## src/rtl/cordic_arbiter_if.sv

```systemverilog
`default_nettype none
// ============================================================================
// Module      : cordic_arbiter_if
// Description : Requester and CORDIC-side signal bundle for cordic_arbiter.
// Revision    : 1.0 - initial release
// ============================================================================
interface cordic_arbiter_if #(
    parameter int WIDTH = 32
);
    logic             req0_i;
    logic             req1_i;
    logic [WIDTH-1:0] angle0_i;
    logic [WIDTH-1:0] angle1_i;
    logic             sine_cosine0_i;
    logic             sine_cosine1_i;
    logic             gnt0_o;
    logic             gnt1_o;
    logic [WIDTH-1:0] result0_o;
    logic [WIDTH-1:0] result1_o;
    logic             valid0_o;
    logic             valid1_o;
    logic             err0_o;
    logic             err1_o;
    logic [WIDTH-1:0] cordic_angle_o;
    logic             cordic_sine_cosine_o;
    logic             cordic_start_o;
    logic [WIDTH-1:0] cordic_result_i;
    logic             cordic_busy_i;
    logic             cordic_valid_i;
    logic             busy_o;

    // Arbiter side
    modport slave (
        input  req0_i, req1_i, angle0_i, angle1_i, sine_cosine0_i, sine_cosine1_i,
        input  cordic_result_i, cordic_busy_i, cordic_valid_i,
        output gnt0_o, gnt1_o, result0_o, result1_o, valid0_o, valid1_o,
        output err0_o, err1_o, cordic_angle_o, cordic_sine_cosine_o,
        output cordic_start_o, busy_o
    );

    // Requester / CORDIC model side
    modport master (
        output req0_i, req1_i, angle0_i, angle1_i, sine_cosine0_i, sine_cosine1_i,
        output cordic_result_i, cordic_busy_i, cordic_valid_i,
        input  gnt0_o, gnt1_o, result0_o, result1_o, valid0_o, valid1_o,
        input  err0_o, err1_o, cordic_angle_o, cordic_sine_cosine_o,
        input  cordic_start_o, busy_o
    );
endinterface
`default_nettype wire

```

## src/rtl/cordic_arbiter.sv

```systemverilog
`default_nettype none
// ============================================================================
// Module      : cordic_arbiter
// Description : Round-robin sharing of one CORDIC core between two requesters.
// Revision    : 1.0 - initial release
// ============================================================================
module cordic_arbiter #(
    parameter int WIDTH   = 32,
    parameter int TIMEOUT = 64
) (
    input  wire logic      clk_i,
    input  wire logic      reset_i,
    cordic_arbiter_if.slave bus
);

    localparam int                 c_CNT_W   = (TIMEOUT > 1) ? $clog2(TIMEOUT) : 1;
    localparam logic [c_CNT_W-1:0] c_CNT_MAX = c_CNT_W'(TIMEOUT - 1);

    typedef enum logic [1:0] {
        S_IDLE  = 2'd0,
        S_START = 2'd1,
        S_WAIT  = 2'd2,
        S_DONE  = 2'd3
    } state_t;

    state_t             r_state;
    state_t             w_state_nxt;
    logic               r_owner;
    logic               r_last;
    logic [WIDTH-1:0]   r_angle;
    logic               r_sc;
    logic [WIDTH-1:0]   r_res0;
    logic [WIDTH-1:0]   r_res1;
    logic [c_CNT_W-1:0] r_cnt;

    logic w_req_any;
    logic w_pick;
    logic w_grant;
    logic w_timeout;
    logic w_gnt0, w_gnt1, w_valid0, w_valid1, w_err0, w_err1, w_start;

    // On a tie the requester that was not served last wins.
    assign w_req_any = bus.req0_i | bus.req1_i;
    assign w_pick    = (bus.req0_i & bus.req1_i) ? ~r_last : bus.req1_i;
    assign w_grant   = !reset_i && (r_state == S_IDLE) && !bus.cordic_busy_i && w_req_any;
    assign w_timeout = (r_state == S_WAIT) && !bus.cordic_valid_i && (r_cnt == c_CNT_MAX);

    always_comb begin
        w_state_nxt = r_state;
        w_gnt0      = 1'b0;
        w_gnt1      = 1'b0;
        w_valid0    = 1'b0;
        w_valid1    = 1'b0;
        w_err0      = 1'b0;
        w_err1      = 1'b0;
        w_start     = 1'b0;
        case (r_state)
            S_IDLE: begin
                if (w_grant) begin
                    w_state_nxt = S_START;
                    w_gnt0      = ~w_pick;
                    w_gnt1      = w_pick;
                end
            end
            S_START: begin
                w_state_nxt = S_WAIT;
                w_start     = !reset_i;
            end
            S_WAIT: begin
                if (bus.cordic_valid_i) begin
                    w_state_nxt = S_DONE;
                end else if (w_timeout) begin
                    w_state_nxt = S_IDLE;
                    w_err0      = !reset_i && !r_owner;
                    w_err1      = !reset_i && r_owner;
                end
            end
            S_DONE: begin
                w_state_nxt = S_IDLE;
                w_valid0    = !reset_i && !r_owner;
                w_valid1    = !reset_i && r_owner;
            end
            default: w_state_nxt = S_IDLE;
        endcase
    end

    always_ff @(posedge clk_i) begin
        if (reset_i) begin
            r_state <= S_IDLE;
            r_owner <= 1'b0;
            r_last  <= 1'b1;
            r_angle <= '0;
            r_sc    <= 1'b0;
            r_res0  <= '0;
            r_res1  <= '0;
            r_cnt   <= '0;
        end else begin
            r_state <= w_state_nxt;
            if (w_grant) begin
                r_owner <= w_pick;
                r_angle <= w_pick ? bus.angle1_i : bus.angle0_i;
                r_sc    <= w_pick ? bus.sine_cosine1_i : bus.sine_cosine0_i;
            end
            if (r_state == S_START) begin
                r_cnt <= '0;
            end else if ((r_state == S_WAIT) && !bus.cordic_valid_i && !w_timeout) begin
                r_cnt <= r_cnt + 1'b1;
            end
            if ((r_state == S_WAIT) && bus.cordic_valid_i) begin
                if (r_owner) r_res1 <= bus.cordic_result_i;
                else         r_res0 <= bus.cordic_result_i;
            end
            if ((r_state == S_DONE) || w_timeout) begin
                r_last <= r_owner;
            end
        end
    end

    assign bus.gnt0_o               = w_gnt0;
    assign bus.gnt1_o               = w_gnt1;
    assign bus.valid0_o             = w_valid0;
    assign bus.valid1_o             = w_valid1;
    assign bus.err0_o               = w_err0;
    assign bus.err1_o               = w_err1;
    assign bus.cordic_start_o       = w_start;
    assign bus.result0_o            = r_res0;
    assign bus.result1_o            = r_res1;
    assign bus.cordic_angle_o       = r_angle;
    assign bus.cordic_sine_cosine_o = r_sc;
    assign bus.busy_o               = (r_state != S_IDLE);

endmodule
`default_nettype wire

```

## src/flat_wrapper.sv

```systemverilog
// flat-port wrapper written by rule: the top's interface ports become plain ports
module cordic_arbiter_flat 
#(
    parameter int WIDTH   = 32,
    parameter int TIMEOUT = 64
)
  (clk_i, reset_i, bus_req0_i, bus_req1_i, bus_angle0_i, bus_angle1_i, bus_sine_cosine0_i, bus_sine_cosine1_i, bus_cordic_result_i, bus_cordic_busy_i, bus_cordic_valid_i, bus_gnt0_o, bus_gnt1_o, bus_result0_o, bus_result1_o, bus_valid0_o, bus_valid1_o, bus_err0_o, bus_err1_o, bus_cordic_angle_o, bus_cordic_sine_cosine_o, bus_cordic_start_o, bus_busy_o);
  cordic_arbiter_if #(.WIDTH(WIDTH)) bus_i ();
  input  wire logic clk_i;
  input  wire logic reset_i;
  input wire logic [$bits(bus_i.req0_i)-1:0] bus_req0_i;
  input wire logic [$bits(bus_i.req1_i)-1:0] bus_req1_i;
  input wire logic [$bits(bus_i.angle0_i)-1:0] bus_angle0_i;
  input wire logic [$bits(bus_i.angle1_i)-1:0] bus_angle1_i;
  input wire logic [$bits(bus_i.sine_cosine0_i)-1:0] bus_sine_cosine0_i;
  input wire logic [$bits(bus_i.sine_cosine1_i)-1:0] bus_sine_cosine1_i;
  input wire logic [$bits(bus_i.cordic_result_i)-1:0] bus_cordic_result_i;
  input wire logic [$bits(bus_i.cordic_busy_i)-1:0] bus_cordic_busy_i;
  input wire logic [$bits(bus_i.cordic_valid_i)-1:0] bus_cordic_valid_i;
  output wire logic [$bits(bus_i.gnt0_o)-1:0] bus_gnt0_o;
  output wire logic [$bits(bus_i.gnt1_o)-1:0] bus_gnt1_o;
  output wire logic [$bits(bus_i.result0_o)-1:0] bus_result0_o;
  output wire logic [$bits(bus_i.result1_o)-1:0] bus_result1_o;
  output wire logic [$bits(bus_i.valid0_o)-1:0] bus_valid0_o;
  output wire logic [$bits(bus_i.valid1_o)-1:0] bus_valid1_o;
  output wire logic [$bits(bus_i.err0_o)-1:0] bus_err0_o;
  output wire logic [$bits(bus_i.err1_o)-1:0] bus_err1_o;
  output wire logic [$bits(bus_i.cordic_angle_o)-1:0] bus_cordic_angle_o;
  output wire logic [$bits(bus_i.cordic_sine_cosine_o)-1:0] bus_cordic_sine_cosine_o;
  output wire logic [$bits(bus_i.cordic_start_o)-1:0] bus_cordic_start_o;
  output wire logic [$bits(bus_i.busy_o)-1:0] bus_busy_o;
  assign bus_i.req0_i = bus_req0_i;
  assign bus_i.req1_i = bus_req1_i;
  assign bus_i.angle0_i = bus_angle0_i;
  assign bus_i.angle1_i = bus_angle1_i;
  assign bus_i.sine_cosine0_i = bus_sine_cosine0_i;
  assign bus_i.sine_cosine1_i = bus_sine_cosine1_i;
  assign bus_i.cordic_result_i = bus_cordic_result_i;
  assign bus_i.cordic_busy_i = bus_cordic_busy_i;
  assign bus_i.cordic_valid_i = bus_cordic_valid_i;
  assign bus_gnt0_o = bus_i.gnt0_o;
  assign bus_gnt1_o = bus_i.gnt1_o;
  assign bus_result0_o = bus_i.result0_o;
  assign bus_result1_o = bus_i.result1_o;
  assign bus_valid0_o = bus_i.valid0_o;
  assign bus_valid1_o = bus_i.valid1_o;
  assign bus_err0_o = bus_i.err0_o;
  assign bus_err1_o = bus_i.err1_o;
  assign bus_cordic_angle_o = bus_i.cordic_angle_o;
  assign bus_cordic_sine_cosine_o = bus_i.cordic_sine_cosine_o;
  assign bus_cordic_start_o = bus_i.cordic_start_o;
  assign bus_busy_o = bus_i.busy_o;
  cordic_arbiter #(.WIDTH(WIDTH), .TIMEOUT(TIMEOUT)) u_core (.clk_i(clk_i), .reset_i(reset_i), .bus(bus_i));
endmodule
```

## config.mk

```make
export PLATFORM = sky130hd
export DESIGN_NAME = cordic_arbiter_flat
export DESIGN_NICKNAME = d
export VERILOG_FILES = /design/src/rtl/cordic_arbiter_if.sv /design/src/rtl/cordic_arbiter.sv /design/src/flat_wrapper.sv
export SDC_FILE = /design/constraint.sdc
export NUM_CORES = 1
export LEC_CHECK = 0
export ABC_AREA = 1
export ABC_CLOCK_PERIOD_IN_PS = 1800
export CELL_PAD_IN_SITES_DETAIL_PLACEMENT = 1
export CELL_PAD_IN_SITES_GLOBAL_PLACEMENT = 1
export CORE_ASPECT_RATIO = 2
export CORE_MARGIN = 1
export CORE_UTILIZATION = 28
export CTS_CLUSTER_SIZE = 10
export DETAILED_ROUTE_END_ITERATION = 8
export PLACE_DENSITY_LB_ADDON = 0.1
export SYNTH_ARGS = -nofsm -noshare
export SYNTH_HDL_FRONTEND = slang
export SYNTH_SLANG_ARGS = --single-unit
```

## constraint.sdc

```tcl
create_clock -name clk_i -period 1.8 [get_ports clk_i]
set_clock_uncertainty 0.1 [all_clocks]
set_input_delay 0.18 -clock clk_i [delete_from_list [all_inputs] [get_ports clk_i]]
set_output_delay 0.18 -clock clk_i [all_outputs]
set_load 0.02 [all_outputs]
```

; ---- After elaboration in Yosys (flattened, before gate mapping)
; Index checks and enable logic that the tools add are counted.
; W data, S select, Z words.
[totals]
reg_bits = 107
input_bits = 104
[classes]
n_addsub = 1
eq_ne = 6
n_mux = 20
n_bitwise = 5
n_reduce_logical = 21
[ops]
columns = op, count
row1 = $mux W32, 1
row2 = $mux W1, 15
row3 = $logic_and A1 B1 Y1, 9
row4 = $pmux W2 S4, 1
row5 = $add A6 B1 Y6 const B, 1
row6 = $eq A6 B6 Y1 const B, 1
row7 = $mux W2, 3
row8 = $reduce_and A2 Y1, 3
row9 = $logic_not A1 Y1, 5
row10 = $eq A2 B2 Y1 const B, 2
row11 = $ne A3 B2 Y1 const B, 1
row12 = $not A1 Y1, 3
row13 = $eq A2 B1 Y1 const B, 1
row14 = $logic_not A2 Y1, 1
row15 = $ne A2 B1 Y1 const B, 1
row16 = $reduce_bool A2 Y1, 1
row17 = $reduce_or A2 Y1, 1
row18 = $and A1 B1 Y1, 1
row19 = $logic_or A1 B1 Y1, 1
row20 = $or A1 B1 Y1, 1

; ---- Logic depth before layout (Yosys ltp)
; Gate-level depths: netlist (run 1).
[logic_depth]
ltp_word = 6
ltp_mapped = 9

; ---- Worst setup path before layout (run 1)
; OpenSTA, ideal clock, no wires.
[synth_path]
path_kind = register to output
start = reg u_core.r_cnt[0]
end = out bus_err0_o
arrival_ns = 1.307
required_time_ns = 1.520
setup_slack_ns = 0.213
stages_incl_launch_ff = 6
cell_sequence = dfxtp_1 > ha_1 > nand3_1 > nor2_1 > nand2_1 > nor3_1
[synth_via]
elab_chain_cells = 5
[synth_lines]
columns = item, line
row1 = "start, declared", cordic_arbiter.sv:34  ; logic [c_CNT_W-1:0] r_cnt;
row2 = "start signal, assigned", cordic_arbiter.sv:107  ; r_cnt <= r_cnt + 1'b1;
row3 = $eq A6 B6 Y1, cordic_arbiter.sv:46  ; assign w_timeout = (r_state == S_WAIT) && !bus.cordic_valid_i && (r_cnt == c_CNT_MAX);
row4 = $logic_and A1 B1 Y1, cordic_arbiter.sv:46
row5 = $mux W1, cordic_arbiter.sv:72  ; end else if (w_timeout) begin
row6 = $mux W1, cordic_arbiter.sv:70  ; if (bus.cordic_valid_i) begin
row7 = $mux W1, cordic_arbiter.sv:57  ; case (r_state)
row8 = "end, declared", flat_wrapper.sv:26  ; output wire logic [$bits(bus_i.err0_o)-1:0] bus_err0_o;
; No other way between the ends.

; ---- Worst setup path after layout (run 1)
[layout_path]
start = reg u_core.r_cnt[1]
end = out bus_err1_o
[layout_via]
elab_chain_cells = 5
[layout_lines]
columns = item, line
row1 = $eq A6 B6 Y1, cordic_arbiter.sv:46
row2 = $logic_and A1 B1 Y1, cordic_arbiter.sv:46
row3 = $mux W1, cordic_arbiter.sv:72
row4 = $mux W1, cordic_arbiter.sv:70
row5 = $mux W1, cordic_arbiter.sv:57
row6 = "end, declared", flat_wrapper.sv:27  ; output wire logic [$bits(bus_i.err1_o)-1:0] bus_err1_o;
; No other way between the ends.

==> results of run 1 <==
==> power breakdown <==
group	total [W]	leakage (nW)	switching [W]	internal [W]
clock	0.00192	0.141	0.000951	0.000971
sequential	0.00270	0.867	0.000112	0.00258
combinational	0.00185	1.82	0.00101	0.000841
==> worst max-delay path by stage <==
stage / startpoint / endpoint / slack (ps) / cells after the start
after detailed placement: bus_req1_i / bus_gnt0_o / -430 / 6
after floorplan: u_core.r_cnt[0] / bus_err0_o / 210 / 5
after global routing: u_core.r_cnt[0] / bus_err1_o / -2 / 7
after global placement: bus_req1_i / bus_gnt0_o / -410 / 6
after CTS: u_core.r_cnt[0] / bus_err1_o / 9 / 7
final: u_core.r_cnt[1] / bus_err1_o / 80 / 7
==> metal layers <==
metal	GRT usage, %	part of all wire, %
met1	19.67	38
met2	36.88	55
met3	4.061	5.5
met4	4.889	0.83
met5	0	0
==> kinds of logic after synthesis <==
family	Yosys count
buf+inv	85
xor+xnor	3
fa+ha+maj	1
flops	107
compound gates	141
simple gates	277
==> critical path, stage by stage, from the launching register on <==
cell and delay (ps):
dfxtp_4 370, ha_4 130, nand3_2 90, nor2_2 100, nand2_2 60, buf_4 150, nor2_4 80, buf_6 120
==> metrics by stage <==
stage | setup WS, ps | cells | setup TNS, ps
after detailed placement | -425.3 | 1014 | -7799
after floorplan | 212.9 | 614 | 0
final | 83.45 | 1031 | 0
after global placement | -412.0 | 1014 | -4025
after CTS | 8.637 | 1031 | 0
after global routing | -1.923 | 1031 | -1.923
==> flip-flops by register name, summed over array words and instances, names as in the netlist <==
| register | count |
|---|---|
| u_core.bus.cordic_angle_o | 32 |
| u_core.bus.cordic_sine_cosine_o | 1 |
| u_core.bus.result0_o | 32 |
| u_core.bus.result1_o | 32 |
| u_core.r_cnt | 6 |
| u_core.r_last | 1 |
| u_core.r_owner | 1 |
| u_core.r_state | 2 |
==> placed cells by master, fill, tap and decap left out, types with 2 or more instances in the layout <==
master | netlist | layout
nand2_1 | 157 | 156
buf_6 | 6 | 2
a21oi_1 | 72 | 71
inv_1 | 41 | 41
o21bai_1 | 2 | 2
clkbuf_2 | 0 | 2
nor3_1 | 2 | 2
o21ai_1 | 15 | 15
nand3_2 | 3 | 4
nor2_1 | 73 | 70
clkinv_4 | 0 | 4
nand3_1 | 38 | 37
inv_8 | 0 | 2
nand2_2 | 1 | 2
nor2_2 | 0 | 2
inv_2 | 5 | 5
dfxtp_1 | 107 | 105
nor2_4 | 2 | 3
clkdlybuf4s50_1 | 0 | 199
clkbuf_16 | 0 | 9
dlygate4sd2_1 | 0 | 2
o21ai_0 | 49 | 49
xor2_1 | 2 | 2
buf_4 | 3 | 33
buf_12 | 0 | 2
==> cell type report <==
type / count / area, µm² / area share [%]
Tap cell: 198 / 247.7 / 3.475
Multi-Input combinational cell: 422 / 1931 / 27.08
Sequential cell: 107 / 2147 / 30.12
Timing Repair Buffer: 242 / 2345 / 32.89
Clock buffer: 10 / 229.0 / 3.212
Clock inverter: 6 / 57.56 / 0.8073
Inverter: 46 / 172.7 / 2.422
==> what timing repair did <==
action,CTS,global route
setup endpoints to repair,8,9
pin swaps,1,2
endpoints found under the hold margin,0,0
resized for setup,32,13
setup buffers,1,0
==> results_dict.tcl, run 1 <==
set metrics [dict create \
    outcome "finished, final reports clean" \
    synthFlopType "dfxtp_1" \
    grt_pass1_vias 5007 \
    synth_area_mm2 0.004428 \
    timing.slew.headroom_pct 58.27 \
    r2r_start "u_core.r_state[0]" \
    vias_per_cell 4.639 \
    final_area_mm2 0.007129 \
    finish.utilization_pct 46.37 \
    p_leak_nw 2.831 \
    max-vdd-ir-drop_uv 487.3 \
    min_period_over_period_pct 95.36 \
    synthMuxAreaShare_pct 0 \
    synth-simple-area-share_pct 25.49 \
    worst-endpoint-arrival_ps 1440 \
    reg2reg_depth 9 \
    placed_area_mm2 0.006812 \
    hold_class "input port to flop" \
    reg2reg_to "u_core.bus.result0_o[6]" \
    max-cap-violations 0 \
    wl_per_cell_um 14.86 \
    wl_mm 15.32 \
    grt_max_degree 67 \
    p_per_area_mw_per_mm2 907.6 \
    rsz0062_at_grt "yes" \
    rrSetupSlack_ps 210 \
    postSynthCellCount 614 \
    drt_pre_antenna_iters 4 \
    fillers 1884 \
    yosysSeqAreaShare_pct 48.38 \
    worst_setup_path_end_kind "primary output" \
    start_util_pct 28.80 \
    drc 0 \
    synthAdderAreaFrac_pct 0.2826 \
    fmax_mhz 582.6 \
    synth_edf_count 0 \
    async_flop_share_pct 0 \
    critPathKind "flop to primary output" \
    yosys-top-cells-count "nand2_1, dfxtp_1, nor2_1, a21oi_1, o21ai_0" \
    startpoint_type "flop" \
    drt_iter0_drc 67 \
    post-dp-hpwl_mm 11.49 \
    coreArea_mm2 0.01537 \
    yosysTopAreaCell "dfxtp_1" \
    globalRoute.totalOverflow 0 \
    yosys.area.top_type_share_pct 48.38 \
    area_delta_synth_final_pct 61.01 \
    synth.distinct_cells 26 \
    cts_tree "done" \
    fin_crit_ps 1717 \
    synthesis.nets 719 \
    cp_max_fo 3 \
    die_width_um 90.92 \
    synth_xor_area_share_pct 0.5934 \
    critPathRequiredTime_ps 1520 \
    antenna_found_initial 0 \
    fp.dieH_um 179.8 \
    ios 209 \
    ant_nets 0 \
    synth_area_leaders "dfxtp_1, nand2_1, a21oi_1, nor2_1, o21ai_0" \
    h-tree-depth 3 \
    nNetsFinal 933 \
    hold_viol_final 0 \
    hold_end "u_core.bus.result0_o[15]" \
    clk_latency_ps 340 \
    worstMarginPinSlew_ps 625.0 \
    grt_usage_pct 18.81 \
    whs_ps 338.4 \
    cts_hold_buf 0 \
    grt_pass1_wl_mm 25.06 \
    ys.warnings.count 0 \
    p_total_w 0.006471 \
    final-max-slew-violation-count 0 \
    dieArea_mm2 0.01635 \
    synth_top_family_by_area "simple AND/OR/NAND/NOR gates" \
    cts_root_buf "clkbuf_16" \
    vias 4783 \
    synth.ff_latch_count 107 \
    clock_sinks 107 \
    finalSetupViolCount 0 \
    final_layout_size_suffix_gt1_share_pct 9.244 \
    clk_pin_slew_ps 80 \
    synth_most_common_cell "nand2_1" \
    syn_avg_cell_area_um2 7.212 \
    min_from "bus_cordic_result_i[15]" \
    synth-compound-area-share_pct 16.42 \
    numCtsBuffers 9 \
    n_antenna_cell 0 \
    place.gp.congestion 0.8214 \
    port_buffers 208 \
    hold_depth 3 \
    clk_path_buf_depth 2 \
    placementRows 64 \
]
No activity file was read; power rests on OpenSTA's default activity.
==> run 2: changes to the inputs <==
--- a/config.mk
+++ b/config.mk
@@ -10,11 +10,12 @@
 export CELL_PAD_IN_SITES_DETAIL_PLACEMENT = 1
 export CELL_PAD_IN_SITES_GLOBAL_PLACEMENT = 1
 export CORE_ASPECT_RATIO = 2
-export CORE_MARGIN = 1
+export CORE_MARGIN = 2
 export CORE_UTILIZATION = 28
 export CTS_CLUSTER_SIZE = 10
 export DETAILED_ROUTE_END_ITERATION = 8
 export PLACE_DENSITY_LB_ADDON = 0.1
+export SETUP_SLACK_MARGIN = 0.02
 export SYNTH_ARGS = -nofsm -noshare
 export SYNTH_HDL_FRONTEND = slang
 export SYNTH_SLANG_ARGS = --single-unit
==> constraint.sdc (replaced) <==
create_clock -name clk_i -period 1.8 [get_ports clk_i]
set_clock_uncertainty 0.1 [all_clocks]
set_input_delay 0.18 -clock clk_i [delete_from_list [all_inputs] [get_ports clk_i]]
set_output_delay 0.18 -clock clk_i [all_outputs]
set_load 0.01 [all_outputs]
==> run 2 against run 1 <==
  * Hold slack lost 2.4 ps
  * Sequential cell count is the same
  * Register-to-register slack lost 40 ps
  * Via count shrank 1.2%
  * Global-route usage shrank 0.96 points
  * Power shrank 1.4%
  * Cell count grew 0.68%
  * Fmax shrank 1.2%
  * Count of clock-buffer cells in the layout is the same
  * Largest cell class unchanged
  * Non-clock buffer count grew 4
==> results_dict.tcl, run 2 (synthesis results as in run 1) <==
set metrics [dict create \
    final-max-slew-violation-count 0 \
    hold_viol_final 0 \
    worst-endpoint-arrival_ps 1460 \
    p_int_w 0.004461 \
    grt_pass1_wl_mm 24.18 \
    fin_crit_ps 1738 \
    final_common_cell "clkdlybuf4s50_1" \
    reg2reg_depth 9 \
    switching_share_pct 30.11 \
    cts_hold_buf 0 \
    place.gp.congestion 0.7791 \
    reg2reg_to "u_core.bus.result0_o[17]" \
    grt_usage_pct 17.85 \
    placementRows 65 \
    p_comb_share_pct 27.5 \
    ant_nets 0 \
    r2r_start "u_core.r_state[0]" \
    wl_per_cell_um 14.61 \
    pwr-share-clk_pct 30.0 \
    outcome "finished, final reports clean" \
    finalSetupViolCount 0 \
    post-dp-hpwl_mm 10.84 \
    fp.dieH_um 181.8 \
    grt_pass1_vias 4789 \
    clk_path_buf_depth 2 \
    n_antenna_cell 0 \
    area_delta_synth_final_pct 62.79 \
    timing.slew.headroom_pct 69.49 \
    rrSetupSlack_ps 170 \
    nNetsFinal 937 \
    netSwitchingPower_w 0.001921 \
    min_from "bus_cordic_result_i[12]" \
    critPathKind "flop to primary output" \
    port_buffers 208 \
    cts_root_buf "clkbuf_16" \
    numCtsBuffers 9 \
    crit_chain "ha_4 > nand3_4 > nor2_4 > nand2_2 > buf_4 > nor2_2 > buf_2" \
    startpoint_type "flop" \
    hold_depth 3 \
    dieArea_mm2 0.01690 \
    cp_max_fo 2 \
    hold_end "u_core.bus.result0_o[12]" \
    hold_class "input port to flop" \
    coreArea_mm2 0.01562 \
    max-cap-violations 0 \
    p_total_w 0.006382 \
    vias_per_cell 4.551 \
    globalRoute.totalOverflow 0 \
    clk_pin_slew_ps 80 \
    worstMarginPinSlew_ps 457.6 \
    ios 209 \
    grt_max_degree 49 \
    critPathRequiredTime_ps 1520 \
    rsz0062_at_grt "yes" \
    tns_ps 0 \
    vias 4724 \
    cts_tree "done" \
    clk_latency_ps 340 \
    drt_iter0_drc 91 \
    drt_pre_antenna_iters 4 \
    clock_sinks 107 \
    min_period_over_period_pct 96.56 \
    h-tree-depth 3 \
    drc 0 \
    slowest_stage "dfxtp_2" \
    die_width_um 92.92 \
    p_per_area_mw_per_mm2 885.4 \
    max-vdd-ir-drop_uv 517.0 \
    antenna_found_initial 0 \
    final_cell_mix "clkdlybuf4s50_1, nand2_1, dfxtp_1, a21oi_1, nor2_1" \
    wl_mm 15.16 \
    start_util_pct 28.36 \
    final_layout_size_suffix_gt1_share_pct 10.04 \
    fmax_mhz 575.4 \
    finish.utilization_pct 46.16 \
    p_leak_nw 2.864 \
    slowest_delay_ps 360 \
    worst_setup_path_end_kind "primary output" \
    p_seq_share_pct 42.6 \
]
[run 2: changes by cell type in the layout (fill, tap and decap cells not counted), sizes merged]
cell / before / now
buf: 38 / 41
clkbuf: 12 / 11
clkinv: 4 / 3
clkinvlp: 0 / 1
dlygate4sd2: 2 / 4
[run 2: worst max-delay path, delay by kind of cell (launching register included)]
family / cells / cell delay (ps)
adder cells (fa/ha/maj): 1 / 160
buffers and inverters: 2 / 270
flip-flops: 1 / 360
AND/OR/NAND/NOR: 4 / 330
[run 2: timing repair]
action / CTS / global route
resized for setup: 28 / 17
setup buffers: 3 / 3
endpoints found under the setup margin: 8 / 36
pin swaps: 2 / 5
[run 2: power by group through the flow]
| stage | Sequential (W) | Clock (W) | Combinational [W] |
|---|---|---|---|
| after global routing | 0.00275 | 0.00210 | 0.00193 |
| after CTS | 0.00271 | 0.00200 | 0.00173 |
| final | 0.00272 | 0.00191 | 0.00175 |
| after detailed placement | 0.00276 | 0 | 0.00170 |
| after global placement | 0.00275 | 0 | 0.00167 |
| after floorplan | 0.00285 | 0 | 0.000673 |
[run 2: how the worst max path moves through the flow]
stage                                 start    endpoint  slack, ps  depth (start not counted)
after global placement              reset_i  bus_err0_o       -250                          4
final                       u_core.r_cnt[1]  bus_err1_o         60                          7
after global routing        u_core.r_cnt[1]  bus_err0_o        -30                          6
after CTS                 u_core.r_state[1]  bus_gnt1_o         20                          6
after detailed placement            reset_i  bus_err0_o       -250                          4
after floorplan             u_core.r_cnt[0]  bus_err0_o        410                          5
[run 2: metal layers]
metal  vias to the layer above  wire length (µm)  track usage, %
li1                       2401                 -               -
met1                      2187              6411           21.59
met2                       124              7726           31.57
met3                        12               822           4.481
met4                         0               202           3.882
met5                         -                 0               0
[run 2: final cells by class]
cell class,count,area (µm²)
timing repair buffer,246,2386
clock inverter,6,47.55
sequential,107,2147
inverter,46,175.2
tap,201,251.5
multi-input combinational,422,1962
fill,1932,8407
clock buffer,10,239.0
[run 2: metrics by stage]
stage | hold WS, ps | cells | cell area (µm²) | setup WS [ps]
after floorplan | 214.9 | 614 | 4428 | 410.9
after global placement | 330.8 | 1016 | 6820 | -249.5
after detailed placement | 337.4 | 1016 | 6820 | -250.1
after CTS | 324.2 | 1035 | 7148 | 17.36
after global routing | 330.8 | 1038 | 7208 | -30.12
final | 336.0 | 1038 | 7208 | 61.97
==> RTL change, RTL diff (settings of run 2) <==
`WIDTH` is set to 32 in 3 places; all go to 16.
--- a/src/rtl/cordic_arbiter_if.sv
+++ b/src/rtl/cordic_arbiter_if.sv
@@ -5,7 +5,7 @@
 // Revision    : 1.0 - initial release
 // ============================================================================
 interface cordic_arbiter_if #(
-    parameter int WIDTH = 32
+    parameter int WIDTH = 16
 );
     logic             req0_i;
     logic             req1_i;
--- a/src/rtl/cordic_arbiter.sv
+++ b/src/rtl/cordic_arbiter.sv
@@ -5,7 +5,7 @@
 // Revision    : 1.0 - initial release
 // ============================================================================
 module cordic_arbiter #(
-    parameter int WIDTH   = 32,
+    parameter int WIDTH   = 16,
     parameter int TIMEOUT = 64
 ) (
     input  wire logic      clk_i,
--- a/src/flat_wrapper.sv
+++ b/src/flat_wrapper.sv
@@ -1,7 +1,7 @@
 // flat-port wrapper written by rule: the top's interface ports become plain ports
 module cordic_arbiter_flat 
 #(
-    parameter int WIDTH   = 32,
+    parameter int WIDTH   = 16,
     parameter int TIMEOUT = 64
 )
   (clk_i, reset_i, bus_req0_i, bus_req1_i, bus_angle0_i, bus_angle1_i, bus_sine_cosine0_i, bus_sine_cosine1_i, bus_cordic_result_i, bus_cordic_busy_i, bus_cordic_valid_i, bus_gnt0_o, bus_gnt1_o, bus_result0_o, bus_result1_o, bus_valid0_o, bus_valid1_o, bus_err0_o, bus_err1_o, bus_cordic_angle_o, bus_cordic_sine_cosine_o, bus_cordic_start_o, bus_busy_o);
Ports: changed (6 resized); port bits go from 209 to 113. The function was not compared with the original's and may differ.
==> RTL change against run 2 <==
Cell count down 42%. Clock power fell by 5%. Final area shrank 41%. Setup slack better by 0.034 ns. Power is 30% lower. Critical path depth fell by 1. Routed wire length decreased by 39%. Synthesized area decreased by 43%. Sequential cell count fell by 48. Sequential power shrank 44%. Critical path type unchanged.
==> RTL change: results (changes against run 2) <==
stage	metric	value	unit	change
logic_synthesis	yosysSeqAreaShare	46.46	%	-1.9 points
worst_setup_path	critical_path.slowest_cell	dfxtp_1		
logic_synthesis	synth_area_leaders	dfxtp_1, nand2_1, nor2_1		
placed_design	placed_area	0.003896	mm^2	-43%
placed_design	place_inst	583		-43%
global_routing	grt_use_total	19.00	%	+1.1 points
detailed_routing	met3_length	476	um	-42%
placed_design	pre_cts_ws	-0.2472	ns	+0.002969 ns
finish	fillCellCount	1099		-43%
finish	num-nets-final	552		-41%
power	irDropWorstVdd	0.6705	mV	+30%
outcome	outcome	finished clean		
power	internal-power	3.188	mW	-29%
timing	slew_headroom	78.01	%	+8.5 points
global_routing	grt_first_pass_wirelength	14820	um	-39%
power	p_leak	1.814	nW	-37%
global_routing	use_met1	18.07	%	-3.5 points
worst_setup_path	arrival	1.42	ns	-0.04 ns
detailed_routing	vias_per_cell	4.728		+3.9%
detailed_routing	dr_wl_met2	5336	um	-31%
detailed_routing	num_vias	2846		-40%
logic_synthesis	synth_compound_area_share	11.86	%	-4.6 points
placed_design	gp_congestion	0.8726		+12%
global_routing	grt_max_degree	35		-29%
worst_setup_path	critPathTopFamily	simple AND/OR/NAND/NOR gates		
min_path	hold_class	flip-flop to flip-flop		
logic_synthesis	synth_fa_ha_area_share	0.4921	%	+0.21 points
logic_synthesis	synthXorXnorAreaFrac	0.6890	%	+0.096 points
logic_synthesis	syn_nets	413		-43%
power	seqPwrFrac	34.2	%	-8.4 points
logic_synthesis	synth_cells	356		-42%
logic_synthesis	synth_commonest_cells	nand2_1, nor2_1, dfxtp_1		
global_routing	use_met2	37.52	%	+6.0 points
detailed_routing	wl_met1	3238	um	-49%
cts	path_clk_slew	0.05	ns	-0.03 ns
finish	drive_gt1_share	15.00	%	+5.0 points
placed_design	hpwlAfterDp	6995	um	-35%
cts	cts_resized	26		-7.1%
detailed_routing	avgRoutedWirePerCell	15.34	um	+5.0%
worst_setup_path	worstPathMaxFanout	3		+1
global_routing	grt_pass1_vias	3063		-36%
power	p_comb	1.11	mW	-37%
worst_setup_path	max_stage_delay	0.33	ns	-0.03 ns
placed_design	port_buffers	112		-46%
detailed_routing	drtIter0Drc	53		-42%
==> RTL change: cell count changes after synthesis, moves of 15 or more <==
cell	delta
a21oi_1	-53
dfxtp_1	-48
inv_1	-28
nand2_1	-67
o21ai_0	-15
==> RTL change: final timing paths <==
path / start / end / slack [ns] / cells after the start
setup reg to reg: u_core.r_cnt[1] / u_core.r_cnt[0] / 0.32 / 8
hold / removal: u_core.bus.cordic_angle_o[12] / u_core.bus.cordic_angle_o[12] / 0.36 / 2
setup / recovery: u_core.r_cnt[1] / bus_err0_o / 0.1 / 6
hold reg to reg: u_core.bus.cordic_angle_o[12] / u_core.bus.cordic_angle_o[12] / 0.36 / 2
==> RTL change: area by class of cell <==
class / instances / area [um^2] / area share, %
sequential: 59 / 1184 / 27.84
clock buffer: 9 / 225.2 / 5.297
timing repair buffer: 144 / 1340 / 31.52
inverter: 16 / 60.06 / 1.413
multi-input combinational: 265 / 1222 / 28.75
tap: 102 / 127.6 / 3.002
clock inverter: 7 / 92.59 / 2.178
